===== config.mk =====
export PLATFORM = sky130hd
export DESIGN_NAME = ft_bus_arbiter
export DESIGN_NICKNAME = d
export VERILOG_FILES = /design/src/rtl/ft_bus_arbiter.sv
export SDC_FILE = /design/constraint.sdc
export NUM_CORES = 1
export LEC_CHECK = 0
export ABC_CLOCK_PERIOD_IN_PS = 2500
export CORE_MARGIN = 2
export CORE_UTILIZATION = 30
export CTS_CLUSTER_DIAMETER = 60
export DETAILED_ROUTE_END_ITERATION = 8
export PLACE_DENSITY = 0.66
export SLEW_MARGIN = 15
export SYNTH_ARGS = -nofsm -noshare
export SYNTH_HDL_FRONTEND = slang
export SYNTH_SLANG_ARGS = --single-unit

===== constraint.sdc =====
create_clock -name ft_clk -period 2.5 [get_ports ft_clk]
set_input_delay 0.5 -clock ft_clk [delete_from_list [all_inputs] [get_ports ft_clk]]
set_output_delay 0.5 -clock ft_clk [all_outputs]
set_load 0.005 [all_outputs]

===== src/rtl/ft_bus_arbiter.sv =====
// ---------------------------------------------------------------------------
// ft_bus_arbiter
//
// Sequencer for the FT600 245-synchronous FIFO bus. One half-duplex data bus
// is shared between a host->FPGA read stream (rx_*) and an FPGA->host write
// stream (tx_*). Bursts are bounded to MAX_BURST words. When both directions
// are eligible, grants alternate. Every direction change passes through an
// END state and then IDLE, so the FPGA pin drivers and the FT600 output
// enable are never active together.
//
// Ports
//   ft_clk, rst         : FT600 clock (only clock); synchronous active-high reset
//   ft_rxf_n, ft_txe_n  : FT600 status (low = read data available / write space)
//   ft_data_in, ft_be_in: bus read data / byte enables
//   ft_data_out,
//   ft_be_out           : write holding register, driven onto the bus
//   ft_data_oe          : 1 = FPGA drives the data/BE pins
//   ft_oe_n, ft_rd_n,
//   ft_wr_n             : FT600 strobes (active low, registered)
//   rx_data, rx_be,
//   rx_valid            : received word, one-cycle valid, no backpressure
//   rx_afull            : downstream almost full (absorbs 2 more words)
//   tx_data, tx_be,
//   tx_valid, tx_ready  : write stream, transfer on tx_valid && tx_ready
//   busy                : sequencer is not idle
// ---------------------------------------------------------------------------
module ft_bus_arbiter #(
    parameter int DATA_W    = 16,
    parameter int BE_W      = 2,
    parameter int MAX_BURST = 256,
    parameter int CNT_W     = 16
) (
    input  logic              ft_clk,
    input  logic              rst,
    input  logic              ft_rxf_n,
    input  logic              ft_txe_n,
    input  logic [DATA_W-1:0] ft_data_in,
    input  logic [BE_W-1:0]   ft_be_in,
    output logic [DATA_W-1:0] ft_data_out,
    output logic [BE_W-1:0]   ft_be_out,
    output logic              ft_data_oe,
    output logic              ft_oe_n,
    output logic              ft_rd_n,
    output logic              ft_wr_n,
    output logic [DATA_W-1:0] rx_data,
    output logic [BE_W-1:0]   rx_be,
    output logic              rx_valid,
    input  logic              rx_afull,
    input  logic [DATA_W-1:0] tx_data,
    input  logic [BE_W-1:0]   tx_be,
    input  logic              tx_valid,
    output logic              tx_ready,
    output logic              busy
);

    typedef enum logic [2:0] {
        S_IDLE,
        S_RD_OE,
        S_RD,
        S_RD_END,
        S_WR,
        S_WR_END
    } state_t;

    // Index of the final word in a burst.
    localparam logic [CNT_W-1:0] LAST_IDX = CNT_W'(MAX_BURST - 1);

    state_t           state_reg;
    state_t           state_next;
    logic             pend_reg;        // holding register has an unaccepted word
    logic [CNT_W-1:0] burst_cnt_reg;   // words moved in the current grant
    logic             last_grant_reg;  // 1 = last grant was write

    logic capture;
    logic accept;
    logic rd_elig;
    logic wr_elig;
    logic grant_rd;
    logic grant_wr;
    logic burst_has_room;
    logic tx_fire;

    // The strobes are registered outputs. These conditions use the strobe
    // values the FT600 sees during this cycle.
    assign capture  = !ft_rd_n && !ft_rxf_n;
    assign accept   = !ft_wr_n && !ft_txe_n;

    assign rd_elig  = !ft_rxf_n && !rx_afull;
    assign wr_elig  = !ft_txe_n && (tx_valid || pend_reg);

    // When both directions are eligible, the direction not granted last time wins.
    assign grant_rd = (state_reg == S_IDLE) && rd_elig && (!wr_elig || last_grant_reg);
    assign grant_wr = (state_reg == S_IDLE) && wr_elig && !grant_rd;

    // Allows one more reload after the word accepted at this edge.
    assign burst_has_room = (burst_cnt_reg < LAST_IDX);

    // Pops are gated by rst. A word popped during reset would otherwise be
    // lost when the holding register clears.
    assign tx_ready = !rst &&
                      ((grant_wr && !pend_reg && tx_valid) ||
                       ((state_reg == S_WR) && accept && tx_valid && burst_has_room));
    assign tx_fire  = tx_valid && tx_ready;

    assign busy     = (state_reg != S_IDLE);

    always_comb begin
        state_next = state_reg;
        case (state_reg)
            S_IDLE: begin
                if (grant_rd) begin
                    state_next = S_RD_OE;
                end else if (grant_wr) begin
                    state_next = S_WR;
                end
            end
            S_RD_OE:  state_next = S_RD;
            S_RD: begin
                if (ft_rxf_n || rx_afull || (capture && (burst_cnt_reg == LAST_IDX))) begin
                    state_next = S_RD_END;
                end
            end
            S_RD_END: state_next = S_IDLE;
            S_WR: begin
                // If ft_txe_n is high, the unaccepted word stays pending for the next grant.
                if (ft_txe_n || (accept && !tx_fire)) begin
                    state_next = S_WR_END;
                end
            end
            S_WR_END: state_next = S_IDLE;
            default:  state_next = S_IDLE;
        endcase
    end

    always_ff @(posedge ft_clk) begin
        if (rst) begin
            state_reg      <= S_IDLE;
            ft_oe_n        <= 1'b1;
            ft_rd_n        <= 1'b1;
            ft_wr_n        <= 1'b1;
            ft_data_oe     <= 1'b0;
            ft_data_out    <= '0;
            ft_be_out      <= '0;
            rx_data        <= '0;
            rx_be          <= '0;
            rx_valid       <= 1'b0;
            pend_reg       <= 1'b0;
            burst_cnt_reg  <= '0;
            last_grant_reg <= 1'b1;
        end else begin
            state_reg  <= state_next;

            // Strobes follow the next state so they change at the same edge as the state.
            ft_oe_n    <= !((state_next == S_RD_OE) || (state_next == S_RD));
            ft_rd_n    <= !(state_next == S_RD);
            ft_wr_n    <= !(state_next == S_WR);
            ft_data_oe <= (state_next == S_WR);

            rx_valid   <= capture;
            if (capture) begin
                rx_data <= ft_data_in;
                rx_be   <= ft_be_in;
            end

            // A grant happens only in IDLE, where no capture or accept can occur.
            if (grant_rd || grant_wr) begin
                burst_cnt_reg  <= '0;
                last_grant_reg <= grant_wr;
            end else if (capture || accept) begin
                burst_cnt_reg  <= burst_cnt_reg + 1'b1;
            end

            if (tx_fire) begin
                ft_data_out <= tx_data;
                ft_be_out   <= tx_be;
                pend_reg    <= 1'b1;
            end else if (accept) begin
                pend_reg    <= 1'b0;
            end
        end
    end

endmodule


==> out/results.txt, run 1 <==
The tools report the clock tree root driver cell as sky130_fd_sc_hd__clkbuf_8. For the static leakage, the log shows 1.27 nW. The count of maximum capacitance violations was 0. The floorplan step defined a die boundary enclosing 8890 um2. The library cells used most frequently in the layout, excluding fill and tap cells, are sky130_fd_sc_hd__clkdlybuf4s50_1 (83), sky130_fd_sc_hd__nand2_1 (62), sky130_fd_sc_hd__dfxtp_1 (62).

For this block, the via count after detailed routing is 2245. The tools report the register-to-register setup slack as 600 ps. After the first detailed-routing iteration, the DRC count stood at 46. The combinational group share of total power is 0.138, and the post-placement setup slack is -172 ps. The tools report the critical path endpoint category as an output pin.

In this run the remaining antenna-violating nets after routing total 0. Category of the most critical setup path: in2out. Across the VDD grid, the largest voltage drop is 0.311 mV.

Area of the mapped netlist: 2450 um2. The run gives 331 as the post-synth net total. The end point of the most critical hold path was rx_be[0]. Worst min-delay path class: reg2reg. The total net switching power is 548 uW, and the height of the die is 94.3 um. Counting every sink on the clock net gives 62. After clock tree synthesis, the setup repair step added 0 buffers.

TritonCTS built the clock tree. The worst path meets setup with 105 ps of slack. Data arrives at the worst endpoint at 1890 ps.

The proportion of synthesized flip-flops having asynchronous set or reset works out to 0. The count of cell types in the netlist came out at 36. Power density relative to cell area: 640 nW/um2. The library cell used most frequently in the layout, excluding fill and tap cells, is sky130_fd_sc_hd__clkdlybuf4s50_1.

The slowest library cell on the worst path was sky130_fd_sc_hd__clkdlybuf4s50_1. During I/O placement, the number of pins put on the boundary was 85. The pre-antenna-repair detailed-routing pass consisted of 4 iterations. The number of endpoints with negative hold slack in the final report came out at 0. The starting utilization of the core area was 0.313; the actual transition at the worst max-transition pin was 585 ps. The tools report the endpoint of the most critical register-to-register path as ft_data_out[12].

The die boundary width works out to 94.3 um. The register bit total from synthesis is 62, and the period utilization is 0.958. The sequential share of power came out at 0.457. The worst hold path was traced through 2 stages. The logs give 0.507 for the share of synthesized area occupied by flip-flops and latches and 0.467 for the fraction of the core area covered by cells at the end of the flow. The first global-routing pass estimated 9270 um of wire.

The origin of the worst min-delay path was rx_be[0]. The logs give 330 ps for the clock latency at the later pin of the worst-skew pair and 5910 um for the sum of routed wire length over all layers. Port buffering added 84 buffers. The worst register-to-register path begins at state_reg[2]. After synthesis, the mean cell area works out to 8.49 um2. Switching part of the total power: 0.235.

After clock tree synthesis, the clock-pin slew on the worst setup and hold paths is 60 ps. The tightest hold path in the finished design has a slack of 454 ps. The logs give 0 for the number of antenna violations at the first check in global routing and 2000 ps for the data required time at the worst endpoint. The logs give 0.405 for the part of the power in the clock network and 0.787 for the last weighted congestion value of the routability-driven placer. The cell depth of the worst flop-to-flop path came out at 6.

The cell family contributing the most delay on the critical path is buffers and inverters. The max-slew headroom at the worst pin is 0.605, and the post-detailed-route DRC marker count is 0. STA classifies the critical path startpoint as an input port.

The Yosys step of the flow raised 0 warnings. For the maximum root-to-sink buffer count, the log shows 2. The number of antenna diodes in the final layout is 0. The count of hold buffers inserted by post-cts repair is 0. The run gives 4270 um as the post-DP HPWL. The run gives 2044 as the number of global-route vias before repair. The number of pins exceeding their max-slew limit in the final report came out at 0.

The flow ran to the end, and the final reports show no timing, DRC or antenna violations. The logs give 9 for the number of buffers added by the clock tree synthesis step and 418 MHz for the maximum clock frequency. The tools report the core box area as 7810 um2. Setup repair after global routing left no endpoint under its margin. The per-cell via count in the routed design was 4.61. The most used flip-flop cell after synthesis is sky130_fd_sc_hd__dfxtp_1. For the number of instances in the synthesized netlist, the log shows 288.

The number of buffer and inverter stages on the critical path was 2. The floorplan has 32 rows. The logs give 423 for the post-layout net count and 38 for the maximum number of pins on one net before global-route repair. Along the worst path, the maximum fanout reaches 3.

Setup violations remaining at the end of the flow were counted as 0. Subtracting the final worst setup slack from the clock period gives 2390 ps. Share of final-layout standard cells stronger than drive strength 1: 0.0831. Walking the worst path, the cells encountered are clkdlybuf4s50_1 -> or3b_1 -> nand4_1 -> o31ai_4 -> dlygate4sd2_1.

Dividing the detail-routed wire length by the instance count gives 12.1 um. On the worst path, the slowest cell contributes a delay of 430 ps. The number of enable flip-flop cells after synthesis works out to 0. The final setup skew is 7.67 ps, and the post-synthesis to final-layout area growth is 49.0%. The total congestion overflow came out at 0. The combined global-route utilization of all metal layers was 0.133; the internal power was 1.78 mW. The run gives 3 as the number of H-tree levels.
-- cell type report --
type,instances,area [um2]
multi-input combinational,209,1130
clock inverter,6,86.3
sequential,62,1240
clock buffer,10,128
timing repair buffer,95,922
fill,768,4160
tap,102,128
inverter,3,11.3
-- kinds of logic after synthesis --
group | synth area share
AND/OR/NAND/NOR | 0.280
flip-flops | 0.507
AO/OA/AOI/OAI | 0.125
buffers and inverters | 0.0348
XOR/XNOR | 0.0430
multiplexers | 0.00409
adder cells (fa/ha/maj) | 0.00511
-- metal layers --
metal  GRT usage  wire length [um]
met1       0.166              2650
met2       0.215              2770
met3      0.0506               444
met4      0.0362                44
met5           0                 0
-- cell usage after synthesis (4+ instances only) --
master                     instances  area share
sky130_fd_sc_hd__a21oi_1          23       0.047
sky130_fd_sc_hd__or3_1             4       0.010
sky130_fd_sc_hd__xnor2_1           7       0.025
sky130_fd_sc_hd__and3_1            4       0.010
sky130_fd_sc_hd__dfxtp_1          62        0.51
sky130_fd_sc_hd__nand2b_1         19       0.049
sky130_fd_sc_hd__nand4_1           7       0.018
sky130_fd_sc_hd__nand3_1           4      0.0082
sky130_fd_sc_hd__nor3_1            4      0.0082
sky130_fd_sc_hd__o21ai_0          22       0.045
sky130_fd_sc_hd__clkbuf_1          9       0.014
sky130_fd_sc_hd__nand2_1          62       0.095
sky130_fd_sc_hd__xor2_1            5       0.018
sky130_fd_sc_hd__nor2_1           21       0.032
-- stage by stage --
stage / power (mW) / std cells / setup TNS, ps / area, um2
floorplan: 1.21 / 288 / 0 / 2450
global placement: 1.41 / 471 / -138 / 3430
detailed placement: 1.41 / 471 / -172 / 3430
CTS: 2.38 / 487 / 0 / 3640
global route: 2.45 / 487 / 0 / 3640
finish: 2.33 / 487 / 0 / 3640
-- worst reg2reg max path: cells and delay by family (launching register included) --
kind                   cells  cell delay (ps)
AND/OR/NAND/NOR            2              490
AO/OA/AOI/OAI              2              450
flip-flops                 1              390
buffers and inverters      2              430
-- how the worst max path moves through the flow --
stage	from	end	cells after the start
floorplan	rst	tx_ready	5
global placement	ft_txe_n	tx_ready	5
detailed placement	ft_txe_n	tx_ready	5
CTS	rx_afull	tx_ready	5
global route	state_reg[2]	tx_ready	4
finish	rx_afull	tx_ready	5
-- power groups by stage --
stage | registers, mW | logic (mW) | clock network (mW)
6_report | 1.07 | 0.322 | 0.944
5_1_grt | 1.07 | 0.354 | 1.03
4_1_cts | 1.07 | 0.326 | 0.986
3_5_place_dp | 1.09 | 0.322 | 0
3_3_place_gp | 1.09 | 0.322 | 0
2_1_floorplan | 1.09 | 0.129 | 0
-- what timing repair did --
item,in CTS,in global routing
gates resized for setup,1,0
hold endpoints to repair,0,0
setup endpoints to repair,1,0
(Power assumes the default switching activity.)
==> inputs of run 2 (changes only) <==
--- a/config.mk
+++ b/config.mk
@@ -10,6 +10,7 @@
 export CORE_UTILIZATION = 30
 export CTS_CLUSTER_DIAMETER = 60
 export DETAILED_ROUTE_END_ITERATION = 8
+export MAX_ROUTING_LAYER = met4
 export PLACE_DENSITY = 0.66
 export SLEW_MARGIN = 15
 export SYNTH_ARGS = -nofsm -noshare
==> out/results.txt, run 2 (synthesis gave the netlist of run 1 again) <==
The run gives 0.313 as the starting utilization of the core area. Leaving out fill and tap cells, the most frequent cell in the layout is sky130_fd_sc_hd__clkdlybuf4s50_1. The logs give 8890 um2 for the die area and 471 for the placed instance count. The run gives 0 as the total congestion overflow. The number of pins exceeding their max-slew limit in the final report was 0. 0 antenna diodes ended up in the layout. The number of global-route vias before repair is 2056, and the count of clock tree sinks is 62.

The run gives 54 as the number of DRC markers in iteration 0. Based on the critical path, the design can be clocked at up to 417 MHz. The clock arrives with 6.99 ps of skew. For the max-slew headroom at the worst pin, the log shows 0.605. Summed over all nets, the switching power comes to 550 uW. The power density relative to cell area came out at 640 nW/um2.

The sequential share of power is 0.457, and the final critical path time including I/O delays and setup is 2400 ps. TritonCTS created 9 clock buffers. The cell sitting at the root of the clock tree is a sky130_fd_sc_hd__clkbuf_8.

The switching part of the total power was 0.236. STA classifies the critical path startpoint as an input port. For the combined global-route utilization of all metal layers, the log shows 0.137. The period utilization works out to 0.959.

The fraction of the core area covered by cells at the end of the flow is 0.467, and the number of iterations in the first detailed-routing pass is 4. Per-cell via count in the routed design: 4.61. In the layout the commonest cells are sky130_fd_sc_hd__clkdlybuf4s50_1 (83), sky130_fd_sc_hd__nand2_1 (62), sky130_fd_sc_hd__dfxtp_1 (62). The static leakage is 1.27 nW. The run gives 487 as the count of placed standard cells in the final layout, fillers left out. Setup repair after global routing left no endpoint under its margin. The congestion estimate from routability-driven global placement came to 0.798. For the worst ir drop on vdd, the log shows 0.311 mV. The logs give 0.138 for the combinational group share of total power and 1.78 mW for the internal power. The critical path is of the in2out type. The number of antenna violations at the first check in global routing was 0; the maximum root-to-sink buffer count was 2.

For the pin with the worst max-slew slack, the measured transition is 585 ps. The count of nets left with antenna violations once routing finished came out at 0. After clock tree synthesis, the setup repair step added 0 buffers. The part of the power in the clock network was 0.405. For this run, design rule violations remaining after detail routing come to 0. The critical path endpoint category was an output pin. For the worst setup path, the data arrival time is 1900 ps. Clock latency at the later pin of the worst-skew pair: 340 ps. The run gives 0 as the number of endpoints with negative hold slack in the final report. The first global-routing pass estimated 9270 um of wire. The floorplan step defined a core boundary enclosing 7810 um2. The post-synthesis to final-layout area growth came out at 49.0%.

After routing, the total negative slack on setup checks comes to 0 ps. The maximum number of pins on one net before global-route repair was 38; the data required time at the worst endpoint was 2000 ps. The die boundary width works out to 94.3 um.

After the last flow step, the layout net total stands at 423. The H-tree was split into 3 levels. Setup violations remaining at the end of the flow were counted as 0. Port buffering added 84 buffers. TritonCTS built the clock tree. In the final routed layout, each cell accounts on average for 12.1 um. In this run the count of I/O pins placed on the die edge is 85. Total via count after detailed routing: 2247.

The run finished with clean final reports. The share of final-layout standard cells stronger than drive strength 1 is 0.0831, and the height of the die is 94.3 um. The post-DP HPWL is 4270 um. Along the worst path, the maximum fanout reaches 3. The clock slew seen by the registers of the worst setup and hold paths was 70 ps; the count of maximum capacitance violations was 0. The placement row count is 32. The worst min-delay path class is reg2reg.

After detailed routing, the total wire length is 5910 um.
## run 2: area by class of cell
| type | count | area [um2] |
|---|---|---|
| Timing Repair Buffer | 95 | 922 |
| Fill cell | 768 | 4160 |
| Clock buffer | 10 | 128 |
| Multi-Input combinational cell | 209 | 1130 |
| Inverter | 3 | 11.3 |
| Clock inverter | 6 | 86.3 |
| Sequential cell | 62 | 1240 |
| Tap cell | 102 | 128 |
## run 2: power groups by stage
stage	sequential, mW	clock, mW	combinational [mW]
final	1.07	0.946	0.322
after global routing	1.07	1.03	0.354
after CTS	1.07	0.986	0.326
after detailed placement	1.09	0	0.322
after global placement	1.09	0	0.322
after floorplan	1.09	0	0.129
## run 2: through the flow
stage | setup slack (ps) | total power, mW | area [um2] | hold slack (ps)
global route | 22.9 | 2.45 | 3640 | 473
detailed placement | -172 | 1.41 | 3430 | 449
finish | 103 | 2.33 | 3640 | 454
global placement | -138 | 1.41 | 3430 | 443
floorplan | 567 | 1.21 | 2450 | 453
CTS | 105 | 2.38 | 3640 | 460
## run 2: worst max-delay path, cell delays in order
cell and delay, ps:
sky130_fd_sc_hd__clkdlybuf4s50_1 430, sky130_fd_sc_hd__or3b_1 420, sky130_fd_sc_hd__nand4_1 160, sky130_fd_sc_hd__o31ai_4 90, sky130_fd_sc_hd__dlygate4sd2_1 300
## run 2: final timing paths
path	startpoint	end	slack, ps	depth (start not counted)
worst max-delay path	rx_afull	tx_ready	100	5
worst min-delay path	rx_data[8]	rx_data[8]	450	2
worst max register to register	state_reg[2]	ft_data_out[12]	590	6
worst min register to register	rx_data[8]	rx_data[8]	450	2
## run 2: repair_timing
action / CTS / global route
hold buffers: 0 / 0
endpoints found under the hold margin: 0 / 0
gates resized for setup: 1 / 0
setup endpoints to repair: 1 / 0
## run 2: metal layers
layer / GRT usage / wire length, um / part of all wire / up-vias
met5: - / 0 / 0 / -
met4: 0.0362 / 34 / 0.0057 / 0
met3: 0.0474 / 460 / 0.078 / 4
met2: 0.215 / 2760 / 0.47 / 66
met1: 0.168 / 2660 / 0.45 / 1022
li1: - / - / - / 1155
==> inputs of run 3 (changes only) <==
--- a/config.mk
+++ b/config.mk
@@ -5,7 +5,7 @@
 export SDC_FILE = /design/constraint.sdc
 export NUM_CORES = 1
 export LEC_CHECK = 0
-export ABC_CLOCK_PERIOD_IN_PS = 2500
+export ABC_CLOCK_PERIOD_IN_PS = 2850
 export CORE_MARGIN = 2
 export CORE_UTILIZATION = 30
 export CTS_CLUSTER_DIAMETER = 60
==> constraint.sdc (replaced) <==
create_clock -name ft_clk -period 2.85 [get_ports ft_clk]
set_input_delay 0.57 -clock ft_clk [delete_from_list [all_inputs] [get_ports ft_clk]]
set_output_delay 0.57 -clock ft_clk [all_outputs]
set_load 0.005 [all_outputs]
==> out/results.txt, run 3 (synthesis gave the netlist of run 1 again) <==
The run finished with clean final reports. The starting utilization of the core area is 0.313. The number of global-route vias before repair is 2095, and the number of buffers added on ports is 84.

On the critical path, the stage with the largest delay is an instance of sky130_fd_sc_hd__clkdlybuf4s50_1. Internal power: 1.40 mW. The post-layout net count is 420, and the per-cell via count in the routed design is 4.57. For the count of clock tree sinks, the log shows 62. CTS built an H-tree with a depth of 3. The combined global-route utilization of all metal layers was 0.138; the cell depth of the worst flop-to-flop path was 6. The part of the power in the clock network is 0.348. TritonCTS built the clock tree. The run gives 2 as the maximum root-to-sink buffer count. The count of hold buffers inserted by post-cts repair came out at 0.

The logs give 850 ps for the register-to-register setup slack and 9.56 ps for the final setup skew. From synthesis to final layout, the design area changed by 46.2%. The floorplan step set the die height to 94.3 um.

After detailed routing, the average wire length per cell comes to 11.9 um. The data required time at the worst endpoint came out at 2280 ps. The max-slew headroom at the worst pin was 0.593. Entering global routing, the biggest net connects 39 pins.

STA classifies the critical path endpoint as an output pin. Actual transition at the worst max-transition pin: 610 ps. Setup repair after global routing left no endpoint under its margin. Traced cell by cell, the critical path runs through clkdlybuf4s50_1 -> or3b_1 -> nand4_1 -> o31ai_4 -> dlymetal6s2s_1. The I/O pin total was 85; the final critical path time including I/O delays and setup was 2410 ps. The sequential cells in the finished layout cover a total of 1240 um2. The maximum cell stage delay along the critical path is 430 ps, and the number of routed nets with antenna violations is 0. The tools report the clock tree root driver cell as sky130_fd_sc_hd__clkbuf_8.

The logs give 0.760 for the last weighted congestion value of the routability-driven placer and 0 for the count of maximum capacitance violations. The run gives 2205 as the total via count after detailed routing. The biggest fanout along the worst timing path is 3. For this block, the routed nets add up to 5740 um of wire. For the worst-skew pair, the clock arrives at the later sink with an insertion delay of 330 ps. The first global-routing pass estimated 9450 um of wire. The leading cell type in the layout, fill and taps excluded is sky130_fd_sc_hd__clkdlybuf4s50_1. The number of antenna violations at the first check in global routing came out at 0.

Power density relative to cell area: 520 nW/um2. Derived from the worst setup path, the maximum achievable clock frequency is 415 MHz. For the number of endpoints failing setup at the final stage, the log shows 0.

The run gives 32 as the placement row count. In the final layout, the multi-input gates occupy 1130 um2. The switching part of the total power was 0.246; the worst ir drop on vdd was 0.243 mV. The period utilization was 0.845. The tools report the placed instance count as 468. Category of the most critical setup path: in2out. The number of buffers added by the clock tree synthesis step was 9. The die area came out at 8890 um2.

The run gives 0.503 as the sequential share of power. The number of DRC markers in iteration 0 was 70; the post-DP HPWL was 4110 um. After layout, the design draws a total of 1.86 mW.

The run gives 0 as the post-detailed-route DRC marker count. The tools report the endpoint arrival time on the critical path as 1840 ps. The startpoint identified for the worst register-to-register timing path is burst_cnt_reg[2]. The worst setup path is launched from an input port. The core region is 7810 um2. Summing all non-filler instances in the final layout gives an area of 3580 um2. Adding up every negative setup slack in the final design gives 0 ps. The total overflow left after global routing is 0. The launch point of the critical path was rx_afull. The worst hold path begins at rx_data[0]. After filler insertion, the fill cell instance count of the layout stands at 796. The combinational group share of total power came out at 0.149. The floorplan step set the die width to 94.3 um.

The logs give 0 for the number of pins exceeding their max-slew limit in the final report and 0 for the antenna cell count. For this run, the number of standard cells in the final layout without fillers is 483. Share of final-layout standard cells stronger than drive strength 1: 0.0735.

End point of the most critical hold path: rx_data[0]. In this run the static leakage power is 1.25 nW. The total net switching power was 457 uW; the worst hold path cell count was 2.

The post-place instance area came out at 3410 um2. The top cell types in the final layout, fill and taps aside, are sky130_fd_sc_hd__clkdlybuf4s50_1 (83), sky130_fd_sc_hd__nand2_1 (62), sky130_fd_sc_hd__dfxtp_1 (62). The pre-antenna-repair detailed-routing pass consisted of 4 iterations. After clock tree synthesis, the clock-pin slew on the worst setup and hold paths is 70 ps. The worst hold path belongs to the class reg2reg.

The number of endpoints with negative hold slack in the final report came out at 0. The tools report the endpoint of the most critical register-to-register path as ft_data_oe.
-- run 3: cell types whose count changed in the layout (fill, tap and decap cells not counted), sizes merged --
| cell | previous run | this run |
|---|---|---|
| clkinv | 3 | 4 |
| clkinvlp | 1 | 0 |
| bufinv | 2 | 0 |
| dlymetal6s2s | 0 | 1 |
| dlygate4sd2 | 1 | 0 |
| buf | 11 | 8 |
| clkbuf | 10 | 11 |
-- run 3: stage by stage --
step | hold slack (ps) | util | worst slack [ps]
5_1_grt | 469 | 0.458 | 342
3_3_place_gp | 442 | 0.437 | 89.1
2_1_floorplan | 453 | - | 777
3_5_place_dp | 448 | 0.437 | 59.8
4_1_cts | 458 | 0.458 | 57.6
6_report | 454 | 0.458 | 441
-- run 3: critical path: cells and delay by family --
| family | cells | cell delay (ps) |
|---|---|---|
| compound gates | 1 | 90 |
| simple gates | 2 | 560 |
| buf+inv | 2 | 620 |
-- run 3: final cells by class --
type / count / share of cell area
Multi-Input combinational cell: 209 / 0.315
Inverter: 3 / 0.00315
Timing Repair Buffer: 92 / 0.253
Sequential cell: 62 / 0.347
Clock buffer: 11 / 0.0395
Clock inverter: 4 / 0.00665
Tap cell: 102 / 0.0357
-- run 3: repair_timing --
item | CTS | global route
buffers inserted | 0 | 0
resized for setup | 0 | 1
endpoints found under the setup margin | 0 | 1
-- run 3: power by group through the flow --
stage / Clock [mW] / Combinational (mW) / Sequential [mW]
after floorplan: 0 / 0.113 / 0.952
after global placement: 0 / 0.276 / 0.953
after detailed placement: 0 / 0.278 / 0.954
after CTS: 0.676 / 0.279 / 0.935
after global routing: 0.715 / 0.304 / 0.940
final: 0.647 / 0.276 / 0.935
-- run 3: metal layers --
| layer | routed length [um] | share of wire | global-route usage | vias up |
|---|---|---|---|---|
| li1 | - | - | - | 1143 |
| met4 | 101 | 0.018 | 0.0616 | 0 |
| met2 | 2540 | 0.44 | 0.208 | 52 |
| met5 | 0 | 0 | - | - |
| met3 | 352 | 0.061 | 0.0329 | 10 |
| met1 | 2750 | 0.48 | 0.176 | 1000 |
-- run 3: worst max path at each step --
stage,to,slack (ps),cells after the start
after floorplan,tx_ready,780,5
after global placement,tx_ready,90,5
after detailed placement,tx_ready,60,5
after CTS,tx_ready,60,5
after global routing,tx_ready,340,5
final,tx_ready,440,5
